<file path="config.mk">
export PLATFORM = sky130hd
export DESIGN_NAME = alarm_beeper
export DESIGN_NICKNAME = d
export VERILOG_FILES = /design/src/rtl/alarm_beeper.sv
export SDC_FILE = /design/constraint.sdc
export NUM_CORES = 1
export LEC_CHECK = 0
export BUFFER_PORTS_ARGS = -buffer_cell sky130_fd_sc_hd__buf_2
export CAP_MARGIN = 20
export CELL_PAD_IN_SITES_DETAIL_PLACEMENT = 1
export CELL_PAD_IN_SITES_GLOBAL_PLACEMENT = 2
export CORE_MARGIN = 3
export CORE_UTILIZATION = 39
export DETAILED_ROUTE_END_ITERATION = 16
export PLACE_DENSITY = 0.82
export SETUP_SLACK_MARGIN = 0.2
export SKIP_LAST_GASP = 1
export SLEW_MARGIN = 25
export SYNTH_ARGS = -nofsm -noshare
export SYNTH_HDL_FRONTEND = slang
export SYNTH_SLANG_ARGS = --single-unit
</file>
<file path="constraint.sdc">
create_clock -name clk -period 5 [get_ports clk]
set_input_delay 0.25 -clock clk [delete_from_list [all_inputs] [get_ports clk]]
set_output_delay 0.25 -clock clk [all_outputs]
set_load 0.02 [all_outputs]
</file>
<file path="src/rtl/alarm_beeper.sv">
// Alarm beeper: turns an alarm request into a gated square-wave burst pattern
// with snooze, stop, auto-timeout and an arm switch that cancels everything.
module alarm_beeper #(
    parameter int TONE_HALF     = 4,
    parameter int BEEP_ON_LEN   = 16,
    parameter int BEEP_OFF_LEN  = 16,
    parameter int SNOOZE_LEN    = 64,
    parameter int TIMEOUT_BEEPS = 8,
    parameter int MAX_SNOOZE    = 3
) (
    input  logic       clk,
    input  logic       reset_n,
    input  logic       alarm_in,
    input  logic       arm,
    input  logic       snooze,
    input  logic       stop,
    output logic       tone_out,
    output logic       ringing,
    output logic       snoozing,
    output logic [1:0] snooze_cnt,
    output logic [2:0] state_o
);

    localparam logic [2:0] S_IDLE     = 3'd0;
    localparam logic [2:0] S_BEEP_ON  = 3'd1;
    localparam logic [2:0] S_BEEP_OFF = 3'd2;
    localparam logic [2:0] S_SNOOZE   = 3'd3;
    localparam logic [2:0] S_DONE     = 3'd4;

    // The phase counter is shared by all timed states, so it is sized for the longest one.
    localparam int PHASE_MAX = (BEEP_ON_LEN > BEEP_OFF_LEN)
                             ? ((BEEP_ON_LEN > SNOOZE_LEN) ? BEEP_ON_LEN : SNOOZE_LEN)
                             : ((BEEP_OFF_LEN > SNOOZE_LEN) ? BEEP_OFF_LEN : SNOOZE_LEN);
    localparam int PW = $clog2(PHASE_MAX + 1);
    localparam int TW = $clog2(TONE_HALF + 1);
    localparam int BW = $clog2(TIMEOUT_BEEPS + 1);

    localparam logic [PW-1:0] ON_LAST   = PW'(BEEP_ON_LEN - 1);
    localparam logic [PW-1:0] OFF_LAST  = PW'(BEEP_OFF_LEN - 1);
    localparam logic [PW-1:0] SNZ_LAST  = PW'(SNOOZE_LEN - 1);
    localparam logic [TW-1:0] TONE_LAST = TW'(TONE_HALF - 1);
    localparam logic [BW-1:0] BEEP_LAST = BW'(TIMEOUT_BEEPS - 1);
    localparam logic [1:0]    SNZ_MAX   = 2'(MAX_SNOOZE);

    logic [2:0]    state, state_n;
    logic [PW-1:0] phase, phase_n;
    logic [TW-1:0] tone_cnt, tone_cnt_n;
    logic [BW-1:0] beep_cnt, beep_cnt_n;
    logic [1:0]    snz_n;
    logic          tone_n;
    logic          is_ringing;

    assign is_ringing = (state == S_BEEP_ON) || (state == S_BEEP_OFF);

    always_comb begin
        state_n    = state;
        phase_n    = phase;
        tone_cnt_n = tone_cnt;
        beep_cnt_n = beep_cnt;
        snz_n      = snooze_cnt;
        tone_n     = tone_out;
        if (!arm) begin
            state_n    = S_IDLE;
            phase_n    = '0;
            tone_cnt_n = '0;
            beep_cnt_n = '0;
            snz_n      = '0;
            tone_n     = 1'b0;
        end else if (stop && (is_ringing || state == S_SNOOZE)) begin
            state_n    = S_DONE;
            phase_n    = '0;
            tone_cnt_n = '0;
            tone_n     = 1'b0;
        end else if (snooze && is_ringing && (snooze_cnt < SNZ_MAX)) begin
            state_n    = S_SNOOZE;
            snz_n      = snooze_cnt + 2'd1;
            phase_n    = '0;
            tone_cnt_n = '0;
            tone_n     = 1'b0;
        end else begin
            case (state)
                S_IDLE: begin
                    if (alarm_in) begin
                        state_n    = S_BEEP_ON;
                        phase_n    = '0;
                        tone_cnt_n = '0;
                        beep_cnt_n = '0;
                        snz_n      = '0;
                        tone_n     = 1'b1;
                    end
                end
                S_BEEP_ON: begin
                    if (phase == ON_LAST) begin
                        state_n    = S_BEEP_OFF;
                        phase_n    = '0;
                        tone_cnt_n = '0;
                        tone_n     = 1'b0;
                    end else begin
                        phase_n = phase + 1'b1;
                        if (tone_cnt == TONE_LAST) begin
                            tone_cnt_n = '0;
                            tone_n     = ~tone_out;
                        end else begin
                            tone_cnt_n = tone_cnt + 1'b1;
                        end
                    end
                end
                S_BEEP_OFF: begin
                    if (phase == OFF_LAST) begin
                        phase_n    = '0;
                        beep_cnt_n = beep_cnt + 1'b1;
                        if (beep_cnt == BEEP_LAST) begin
                            state_n = S_DONE;
                        end else begin
                            state_n    = S_BEEP_ON;
                            tone_cnt_n = '0;
                            tone_n     = 1'b1;
                        end
                    end else begin
                        phase_n = phase + 1'b1;
                    end
                end
                S_SNOOZE: begin
                    if (phase == SNZ_LAST) begin
                        state_n    = S_BEEP_ON;
                        phase_n    = '0;
                        tone_cnt_n = '0;
                        beep_cnt_n = '0;
                        tone_n     = 1'b1;
                    end else begin
                        phase_n = phase + 1'b1;
                    end
                end
                S_DONE: begin
                    // Held until the request drops so the same match window cannot re-trigger.
                    if (!alarm_in) begin
                        state_n = S_IDLE;
                        phase_n = '0;
                    end
                end
                default: begin
                    state_n    = S_IDLE;
                    phase_n    = '0;
                    tone_cnt_n = '0;
                    beep_cnt_n = '0;
                    snz_n      = '0;
                    tone_n     = 1'b0;
                end
            endcase
        end
    end

    always_ff @(posedge clk or negedge reset_n) begin
        if (!reset_n) begin
            state      <= S_IDLE;
            phase      <= '0;
            tone_cnt   <= '0;
            beep_cnt   <= '0;
            snooze_cnt <= '0;
            tone_out   <= 1'b0;
            ringing    <= 1'b0;
            snoozing   <= 1'b0;
        end else begin
            state      <= state_n;
            phase      <= phase_n;
            tone_cnt   <= tone_cnt_n;
            beep_cnt   <= beep_cnt_n;
            snooze_cnt <= snz_n;
            tone_out   <= tone_n;
            ringing    <= (state_n == S_BEEP_ON) || (state_n == S_BEEP_OFF);
            snoozing   <= (state_n == S_SNOOZE);
        end
    end

    assign state_o = state;

endmodule

</file>
==> key figures <==
Run status
  • Status: completed

STA
  • Worst setup margin: 2880 ps
  • Worst hold margin: 332 ps
  • Final Hold Fails: 0
  • Fin crit share: 42.5%
  • Final Slew Violations: 0
  • Worst slew margin: 59.9%
  • Worst Tran Pin Value: 595 ps
  • Setup TNS: 0 ps
  • RSZ-0062 raised after global routing: false
  • Skew final: 1.70 ps
  • F_max: ~470 MHz
  • Setup violations, final: 0
  • Crit path time final: 2120 ps

Placed design
  • Dpl ws: 2890 ps
  • Placer Congestion: about 0.76
  • Dpl hpwl: ~2700 um
  • Port Buf Inserts: 13

Cells and area
  • Layout area overhead: 11.4%
  • Fillers: 411
  • Final core occ: 46.7%
  • Diode count: 0
  • Area occupied by multi-input gates: between 800 and 900 um2
  • FF+latch area: 551 um2
  • Fraction of layout cells with a size suffix above 1: 15.7%
  • # nets final: around 180

Logic synthesis
  • Area contributors post-synth: dfrtp_1 (38%), o21ai_0 (4.2%), nand2_1 (4.2%)
  • Post-Syn Area: 0.00144 mm2
  • Fraction of registers with async set or reset after synthesis: 100%
  • Synthesis Warnings: 0
  • Seq/Total Area, Yosys: 38.1%
  • Primary FF master, synth: dfrtp_1
  • Top-area cell type share of the netlist area: 38.1%
  • Gate Count Post-Synth: 160
  • Top cells by count, synth: dfrtp_1 (22), nand2_1 (16), o21ai_0 (12)
  • Post-synth EDFFs: 0
  • Synth Register Bits: 22
  • Mean Syn Cell Area: 9.02 um2
  • Library cells used by synthesis: 54
  • Syn_nets: 170
  • Area leader, netlist: dfrtp_1
  • Top-count cell post-synth: dfrtp_1

Drt
  • Antenna Nets Post-Route: 0
  • Drt first pass iters: 4
  • Drt first-iter violations: 79
  • Vias: 1300
  • DR WL/cell: 16.4 um
  • Post-Route WL: 3570 um
  • Average via count per standard cell: 5.96
  • # DRC: 0

Hold path
  • Hold wc startpoint: arm
  • Hold WC Path Type: input pin to flop
  • WHS Path Cells: 2
  • Hold Path End: state_o[2]$_DFF_PN0_

Power
  • Pwr per Cell Area: 326 mW/mm2
  • Combinational power share: 27.0%
  • Clock power share: between 30% and 40%
  • Net Sw Power: about 0.17 mW
  • Leakage: 0.753 nW
  • Sequential power share: 40.8%
  • Internal power: 0.352 mW
  • Worst VDD drop: 0.144 mV
  • Sw Share: 32.8%

Setup path
  • Critical path type: flop to flop
  • CP top delay family: simple AND/OR/NAND/NOR gates
  • CP startpoint: phase[0]$_DFFE_PN0P_
  • Critical Path Fanout Max: 6
  • Arrival time at the worst endpoint: 2280 ps
  • Reg2reg start: phase[0]$_DFFE_PN0P_
  • Worst reg-to-reg setup slack: 2880 ps
  • CP Buf/Inv Count: 0
  • Crit path required time: between 5000 and 6000 ps
  • Slowest cell on the critical path: or4_4
  • Crit end category: flop
  • CP cell instances: ha_1, nand4b_2, or4_4, a32oi_2, nor2_1, mux2_4
  • FF-to-FF End: tone_cnt[0]$_DFFE_PN0P_
  • R2R cell count: 6
  • Crit start category: flop
  • Critical path's largest stage delay: 520 ps

GRT
  • Vias in the first global route: around 1300
  • Global-route wire length before repair: 6360 um
  • Pin count of the biggest net entering global routing: 23
  • Remaining global-route overflow: 0
  • Global Route Usage Sum: 18.7%
  • Initial antenna violation count: 0

Clocking
  • CTS tree: built
  • CTS buffer count: 3
  • Skew-Pair Late Insertion Delay: 260 ps
  • TritonCTS Sinks: 22
  • Clock tree buffer depth: 2
  • Hold buffer count at CTS: 1
  • Clk root buf: clkbuf_8
  • Reg clk slew, reported paths: 80 ps
  • Post-CTS Setup Bufs: 0
  • CTS resizes: 0
  • CTS H-tree lvls: 1

Run
  • Maxcap violations: 0

Die
  • Die area: 0.00447 mm2
  • Chip height: 66.8 um
  • Placeable Area: 0.00344 mm2
  • # IOs: 14
  • Starting Density: 41.9%
  • Chip width: 66.8 um
  • Row count: 21
## cell families after synthesis
kind of cell / synth area share, %
XOR/XNOR: 2.43
multiplexers: 1.73
AO/OA/AOI/OAI: 23.1
adder cells (fa/ha/maj): 3.47
AND/OR/NAND/NOR: 27.0
flip-flops: 38.1
buffers and inverters: 4.25
## per-layer routing
metal	part of all wire (%)	up-vias	track usage [%]
li1	-	628	-
met1	50	647	25.6
met2	45	21	30.2
met3	3.8	4	2.70
met4	0.87	0	6.09
met5	0	-	0
## sequential cells by signal (all words and copies together) (netlist names)
register	cells
beep_cnt	4
phase	7
ringing	1
snooze_cnt	2
snoozing	1
state_o	3
tone_cnt	3
tone_out	1
## placed cells by master (no fill, tap or decap), types with 3 or more instances in the layout
| cell | count |
|---|---|
| o21a_1 | 3 |
| xnor2_1 | 3 |
| clkbuf_8 | 3 |
| nand2b_1 | 3 |
| nor2_1 | 11 |
| ha_1 | 4 |
| o22ai_1 | 3 |
| dfrtp_1 | 22 |
| o21ai_0 | 12 |
| a21oi_1 | 5 |
| nand2_1 | 16 |
| nor3_1 | 3 |
| nand3_1 | 8 |
| and3_1 | 5 |
| inv_1 | 6 |
| a21o_1 | 3 |
| buf_2 | 13 |
| nand4_1 | 5 |
## per-stage QoR
stage	instance area (um2)	cells	total power, mW
2_1_floorplan	1440	160	0.323
3_3_place_gp	1530	213	0.355
3_5_place_dp	1530	213	0.359
4_1_cts	1610	218	0.531
5_1_grt	1610	218	0.561
6_report	1610	218	0.524
## how the worst max path moves through the flow
stage / to / slack (ps) / cells past startpoint
2_1_floorplan: phase[5]$_DFFE_PN0P_ / 3030 / 6
3_3_place_gp: beep_cnt[1]$_DFFE_PN0P_ / 2940 / 6
5_1_grt: phase[5]$_DFFE_PN0P_ / 2630 / 5
4_1_cts: tone_cnt[0]$_DFFE_PN0P_ / 2870 / 6
3_5_place_dp: tone_cnt[0]$_DFFE_PN0P_ / 2890 / 6
6_report: tone_cnt[0]$_DFFE_PN0P_ / 2880 / 6
## worst register-to-register path: stages (launching register included)
cell      delay (ps)
dfrtp_1          420
ha_1             260
nand4b_2         190
or4_4            520
a32oi_2          280
nor2_1            90
mux2_4           260
## layout make-up
class                      count  share of cell area, %
sequential                    22                   34.2
clock inverter                 1                   1.87
timing repair buffer          14                   4.67
tap                           46                   3.58
clock buffer                   3                   2.57
inverter                       6                   1.40
multi-input combinational    126                   51.7
## power by group through the flow
stage / Sequential, mW / Clock, mW / Combinational (mW)
final: 0.214 / 0.169 / 0.141
after global routing: 0.218 / 0.185 / 0.159
after CTS: 0.214 / 0.174 / 0.143
after detailed placement: 0.218 / 0 / 0.141
after global placement: 0.216 / 0 / 0.139
after floorplan: 0.221 / 0 / 0.102
No activity file was read; power rests on OpenSTA's default activity.
